## config.mk

```make
export PLATFORM = sky130hd
export DESIGN_NAME = tx_huge_page_rd_req
export DESIGN_NICKNAME = d
export VERILOG_FILES = /design/src/rtl/tx_huge_page_rd_req_pkg.sv /design/src/rtl/tx_huge_page_rd_req.sv
export SDC_FILE = /design/constraint.sdc
export NUM_CORES = 1
export LEC_CHECK = 0
export BUFFER_PORTS_ARGS = -buffer_cell sky130_fd_sc_hd__buf_2
export CAP_MARGIN = 20
export CORE_UTILIZATION = 55
export CTS_CLUSTER_SIZE = 28
export DETAILED_ROUTE_END_ITERATION = 10
export PLACE_DENSITY = 0.91
export SETUP_SLACK_MARGIN = 0.3
export SLEW_MARGIN = 10
export SYNTH_ARGS = -nofsm -noshare
export SYNTH_HDL_FRONTEND = slang
export SYNTH_SLANG_ARGS = --single-unit
export TNS_END_PERCENT = 100
```

## constraint.sdc

```tcl
create_clock -name trn_clk -period 15.4 [get_ports trn_clk]
set_clock_uncertainty 0.05 [all_clocks]
set_input_delay 0 -clock trn_clk [delete_from_list [all_inputs] [get_ports trn_clk]]
set_output_delay 0 -clock trn_clk [all_outputs]
set_load 0.02 [all_outputs]
```

## src/rtl/tx_huge_page_rd_req_pkg.sv

```systemverilog
// Shared constants for the huge-page read-request generator: TLP fmt/type codes,
// byte-enable field and the request FSM encoding.
package tx_huge_page_rd_req_pkg;

    localparam logic [7:0] FMT_MRD32 = 8'h00;
    localparam logic [7:0] FMT_MRD64 = 8'h20;
    // {last BE, first BE}, all bytes enabled
    localparam logic [7:0] RD_BE     = 8'hFF;

    typedef enum logic [2:0] {
        IDLE     = 3'd0,
        HDR1     = 3'd1,
        HDR2     = 3'd2,
        WAIT_CPL = 3'd3,
        FREE     = 3'd4
    } state_t;

endpackage

```

## src/rtl/tx_huge_page_rd_req.sv

```systemverilog
// Splits two ping-pong huge pages into MRd32/MRd64 read requests on a 64-bit TRN TX
// stream, throttled by an outstanding-request counter, and releases each page when drained.
module tx_huge_page_rd_req
    import tx_huge_page_rd_req_pkg::*;
#(
    parameter int MAX_RD_QW       = 16,
    parameter int MAX_OUTSTANDING = 8
) (
    input  logic        trn_clk,
    input  logic        reset,
    input  logic [63:0] huge_page_addr_1,
    input  logic [63:0] huge_page_addr_2,
    input  logic [31:0] huge_page_qwords_1,
    input  logic [31:0] huge_page_qwords_2,
    input  logic        huge_page_status_1,
    input  logic        huge_page_status_2,
    output logic        huge_page_free_1,
    output logic        huge_page_free_2,
    input  logic [15:0] cfg_completer_id,
    input  logic        rd_cpl_done,
    output logic [63:0] trn_td,
    output logic [7:0]  trn_trem_n,
    output logic        trn_tsof_n,
    output logic        trn_teof_n,
    output logic        trn_tsrc_rdy_n,
    input  logic        trn_tdst_rdy_n
);

    localparam logic [31:0] MAX_QW  = 32'(MAX_RD_QW);
    localparam logic [4:0]  MAX_OUT = 5'(MAX_OUTSTANDING);

    state_t      state, state_nxt;
    logic        page_sel;          // 0 = page 1, 1 = page 2
    logic [63:0] addr;
    logic [31:0] remaining;
    logic [4:0]  tag;
    logic [4:0]  outstanding;
    logic        load;

    logic [63:0] cur_addr;
    logic [31:0] cur_qw;
    logic        cur_status;
    logic [31:0] chunk;
    logic [9:0]  len_dw;
    logic        is64;
    logic        can_issue;
    logic        hdr2_acc;
    logic        cpl_ok;
    logic [31:0] dw0, dw1;

    assign cur_addr   = page_sel ? huge_page_addr_2   : huge_page_addr_1;
    assign cur_qw     = page_sel ? huge_page_qwords_2 : huge_page_qwords_1;
    assign cur_status = page_sel ? huge_page_status_2 : huge_page_status_1;

    assign chunk     = (remaining < MAX_QW) ? remaining : MAX_QW;
    // 512 QW -> 1024 DW, which wraps to the 0 encoding naturally
    assign len_dw    = {chunk[8:0], 1'b0};
    assign is64      = |addr[63:32];
    assign can_issue = outstanding < MAX_OUT;
    assign hdr2_acc  = (state == HDR2) && !trn_tdst_rdy_n;
    assign cpl_ok    = rd_cpl_done && (outstanding != 5'd0);

    assign dw0 = {(is64 ? FMT_MRD64 : FMT_MRD32), 8'h00, 6'b000000, len_dw};
    assign dw1 = {cfg_completer_id, 3'b000, tag, RD_BE};

    always_ff @(posedge trn_clk or posedge reset) begin
        if (reset) begin
            state       <= IDLE;
            page_sel    <= 1'b0;
            addr        <= '0;
            remaining   <= '0;
            tag         <= '0;
            outstanding <= '0;
        end else begin
            state <= state_nxt;
            if (load) begin
                addr      <= cur_addr;
                remaining <= cur_qw;
            end
            if (hdr2_acc) begin
                addr      <= addr + {29'd0, chunk, 3'b000};
                remaining <= remaining - chunk;
                tag       <= tag + 5'd1;
            end
            if (state == FREE)
                page_sel <= ~page_sel;
            // a completion landing with a new request leaves the count unchanged
            case ({hdr2_acc, cpl_ok})
                2'b10:   outstanding <= outstanding + 5'd1;
                2'b01:   outstanding <= outstanding - 5'd1;
                default: outstanding <= outstanding;
            endcase
        end
    end

    always_comb begin
        state_nxt        = state;
        load             = 1'b0;
        trn_td           = '0;
        trn_trem_n       = 8'hFF;
        trn_tsof_n       = 1'b1;
        trn_teof_n       = 1'b1;
        trn_tsrc_rdy_n   = 1'b1;
        huge_page_free_1 = 1'b0;
        huge_page_free_2 = 1'b0;
        case (state)
            IDLE: begin
                if (cur_status) begin
                    load      = 1'b1;
                    state_nxt = (cur_qw != 32'd0) ? HDR1 : FREE;
                end
            end
            HDR1: begin
                // once presented, the beat stays up: outstanding can only fall meanwhile
                if (can_issue) begin
                    trn_tsrc_rdy_n = 1'b0;
                    trn_tsof_n     = 1'b0;
                    trn_trem_n     = 8'h00;
                    trn_td         = {dw0, dw1};
                    if (!trn_tdst_rdy_n)
                        state_nxt = HDR2;
                end
            end
            HDR2: begin
                trn_tsrc_rdy_n = 1'b0;
                trn_teof_n     = 1'b0;
                if (is64) begin
                    trn_td     = {addr[63:32], addr[31:2], 2'b00};
                    trn_trem_n = 8'h00;
                end else begin
                    trn_td     = {addr[31:2], 2'b00, 32'h0};
                    trn_trem_n = 8'h0F;
                end
                if (!trn_tdst_rdy_n)
                    state_nxt = (remaining == chunk) ? WAIT_CPL : HDR1;
            end
            WAIT_CPL: begin
                if (outstanding == 5'd0)
                    state_nxt = FREE;
            end
            FREE: begin
                huge_page_free_1 = ~page_sel;
                huge_page_free_2 = page_sel;
                state_nxt        = IDLE;
            end
            default: state_nxt = IDLE;
        endcase
    end

endmodule

```

==> run_results.csv <==
group,metric,value,unit
run_status,outcome,"complete, but fails checks",
run_status,violations,"negative hold slack",
floorplan,rows,47,
timing,fmax,0.1791,GHz
cts,cts_root_buf,"clkbuf_16",
finish,num-fill-cells,1244,
floorplan,io_pins,291,
drt,drt_wl_total,32840,µm
setup_path,cp-start-kind,"flip-flop",
global_routing,antenna_found_initial,0,
logic_synthesis,yosys_warnings,0,
logic_synthesis,synth_area_leaders,"dfrtp_1 (29%), a21oi_1 (5.7%), mux2i_1 (5.4%)",
logic_synthesis,synth.top_cells.by_count,"dfrtp_1 (108), a21oi_1 (107), nand2_1 (99), nor2_1 (91), clkbuf_1 (59)",
logic_synthesis,synthArstFlopShare,1.000,
cts,post_cts_buffers,0,
timing,period_minus_slack,5.582,ns
drt,via_count,10780,
floorplan,core_area,16640,µm²
setup_path,cp_data_required_time,15.64,ns
cts,clk_pin_slew,0.08,ns
finish,area_growth,24.60,%
hold_path,hp-class,"in -> reg",
timing,setup_violations,0,
setup_path,worstPathArrival,5.82,ns
timing,relSlewSlack,0.3538,
logic_synthesis,yosys.area.top_type,"dfrtp_1",
power_and_ir_drop,power_density,198.7,nW/µm²
global_routing,grt_max_degree,83,
timing,rsz0062_at_grt,"no",
logic_synthesis,synth_cell_types,77,
timing,hold_viol,3,
drt,drtPass1Iterations,8,
finish,diodes,0,
global_routing,globalRouteTotalUtil,0.3704,
logic_synthesis,ys_seq_area_frac,0.2863,
cts,cts_buffers,9,
place,port_buffers,286,
timing,timing.final.crit_share,0.3625,
drt,drtIter0Drc,1200,
logic_synthesis,post-synth-top-count-cell,"dfrtp_1",
timing,slew_viol_final,0,
logic_synthesis,synth_top_flop_cell,"dfrtp_1",
logic_synthesis,ys_seq_elements,108,
logic_synthesis,synth_cells,1138,
setup_path,path_max_fanout,11,
cts,cts_max_level,3,
power_and_ir_drop,ir_drop,152.1,µV
finish,multiInputGateArea,6386,µm²
timing,setup_tns,0,ns
logic_synthesis,synth-edff-count,0,
drt,wl_per_cell,19.83,µm
job,max_cap_violations,0,
drt,via_per_inst,6.507,
floorplan,die_x,133.0,µm
cts,cts_tree,"built",
global_routing,first_global_vias,10320,
timing,tightest_slew,0.9657,ns
logic_synthesis,syn_area_per_cell,8.296,µm²
global_routing,grt_first_pass_wirelength,52170,µm
logic_synthesis,synth_area,9440,µm²
drt,drtAntennaViolNets,0,
setup_path,end_kind,"flip-flop",
floorplan,start_util,0.5673,
floorplan,die_h,133.0,µm
cts,cts.sinks,108,
cts,post_cts_resized,0,
setup_path,worstSetupPathType,"reg -> reg",
timing,whs,-0.01338,ns
place,place_congestion,0.9601,
cts,clk_latency,0.37,ns
cts,clk_path_buf_depth,2,
floorplan,die_area,17690,µm²
global_routing,overflow,0,
drt,drc,0,
finish,post-route-util,0.7068,
finish,nNetsFinal,1686,
finish,regArea,2706,µm²
place,hpwl,22870,µm
power_and_ir_drop,p_leak,5.312,nW
logic_synthesis,synth_top_area_frac,0.2863,
finish,drive_gt1_frac,0.2688,
## power by group
group | internal [mW] | leakage [nW] | switching, mW | total [mW]
clock network | 0.119 | 0.132 | 0.115 | 0.234
logic | 0.593 | 3.92 | 0.833 | 1.43
registers | 0.424 | 1.26 | 0.253 | 0.677
## registers in the layout (all words and copies together) (netlist names)
register and count:
page_sel 1, outstanding 5, state 3, remaining 32, tag 5, addr 62
## cells by family after synthesis
family | count (synthesis) | synth area share
and+or+nand+nor | 375 | 0.2029
xor gates and xnor gates | 41 | 0.03804
muxes | 95 | 0.1066
other | 2 | 0.0007955
buffers and inverters | 111 | 0.05023
AOI/OAI and AO/OA | 366 | 0.2606
DFF | 108 | 0.2863
adders and majority gates | 40 | 0.05461
## path summary, 6_finish.rpt
| kind | slack [ns] | cells after the start | startpoint | to |
|---|---|---|---|---|
| max reg2reg | 9.82 | 16 | remaining[22] | addr[47] |
| min in group asynchronous | 0.22 | 3 | reset | state[0] |
| min reg2reg | 0.43 | 1 | outstanding[4] | outstanding[4] |
| min | -0.01 | 3 | huge_page_qwords_2[8] | remaining[8] |
| max | 9.82 | 16 | remaining[22] | addr[47] |
| max in group asynchronous | 13.78 | 4 | reset | page_sel |
## layout make-up
cell class | instances | share of cell area
multi-input combinational | 945 | 0.5429
sequential | 108 | 0.2301
timing repair buffer | 349 | 0.1730
tap | 220 | 0.02340
clock buffer | 11 | 0.02149
inverter | 19 | 0.006276
clock inverter | 4 | 0.002872
## cells in the final DEF (no fill, tap or decap), drive strengths merged, types with 5 or more instances in the layout
master,count
mux2,44
o31a,5
or3,17
nand4,20
a21oi,107
o311ai,13
a22o,21
o22ai,43
mux2i,51
and3,18
and2,15
o211ai,15
o2111ai,5
xnor2,21
conb,28
a211oi,16
dlygate4sd3,52
o21ai,40
nand2,99
inv,19
buf,297
nor4,24
or2,5
nor3,24
o21a,6
a31oi,12
or4,8
xor2,20
ha,38
dfrtp,108
nor2,92
clkbuf,11
a21o,19
o221ai,20
nand3,26
nor2b,9
## per-stage QoR
stage | instance area, µm² | total power [mW] | hold slack (ns) | instances | worst slack (ns)
2_1_floorplan | 9538 | 1.648 | 0.1354 | 1164 | 10.37
3_3_place_gp | 10960 | 1.956 | 0.04827 | 1589 | 10.02
3_5_place_dp | 10960 | 2.003 | 0.05889 | 1589 | 9.945
4_1_cts | 11760 | 2.265 | 0.002883 | 1656 | 9.909
5_1_grt | 11760 | 2.487 | 0.003882 | 1656 | 9.529
6_report | 11760 | 2.337 | -0.01338 | 1656 | 9.818
## routing by layer
layer,share of wire,up-vias,GRT usage
met1,0.37,5039,0.4525
met4,0.050,0,0.2158
met2,0.48,712,0.6143
met5,0,-,0
li1,-,4882,-
met3,0.094,143,0.06398
## repair_timing
action / 4_1_cts / 5_1_grt
hold endpoints to repair: 71 / 0
setup endpoints to repair: 0 / 0
hold buffers: 52 / 0
## worst max-delay path, stage by stage, from the launching register on
cell	delay [ns]
dfrtp_1	0.44
or3_1	0.46
or3_1	0.51
or4b_4	0.63
nor2_4	0.20
and2_1	0.16
ha_1	0.16
inv_1	0.06
fa_1	0.40
nor2b_1	0.17
o2111ai_1	0.15
a31o_2	0.30
o31a_1	0.37
o211a_1	0.43
nor4_1	0.49
mux2_2	0.39
a21oi_1	0.11
No activity file was read; power rests on OpenSTA's default activity.
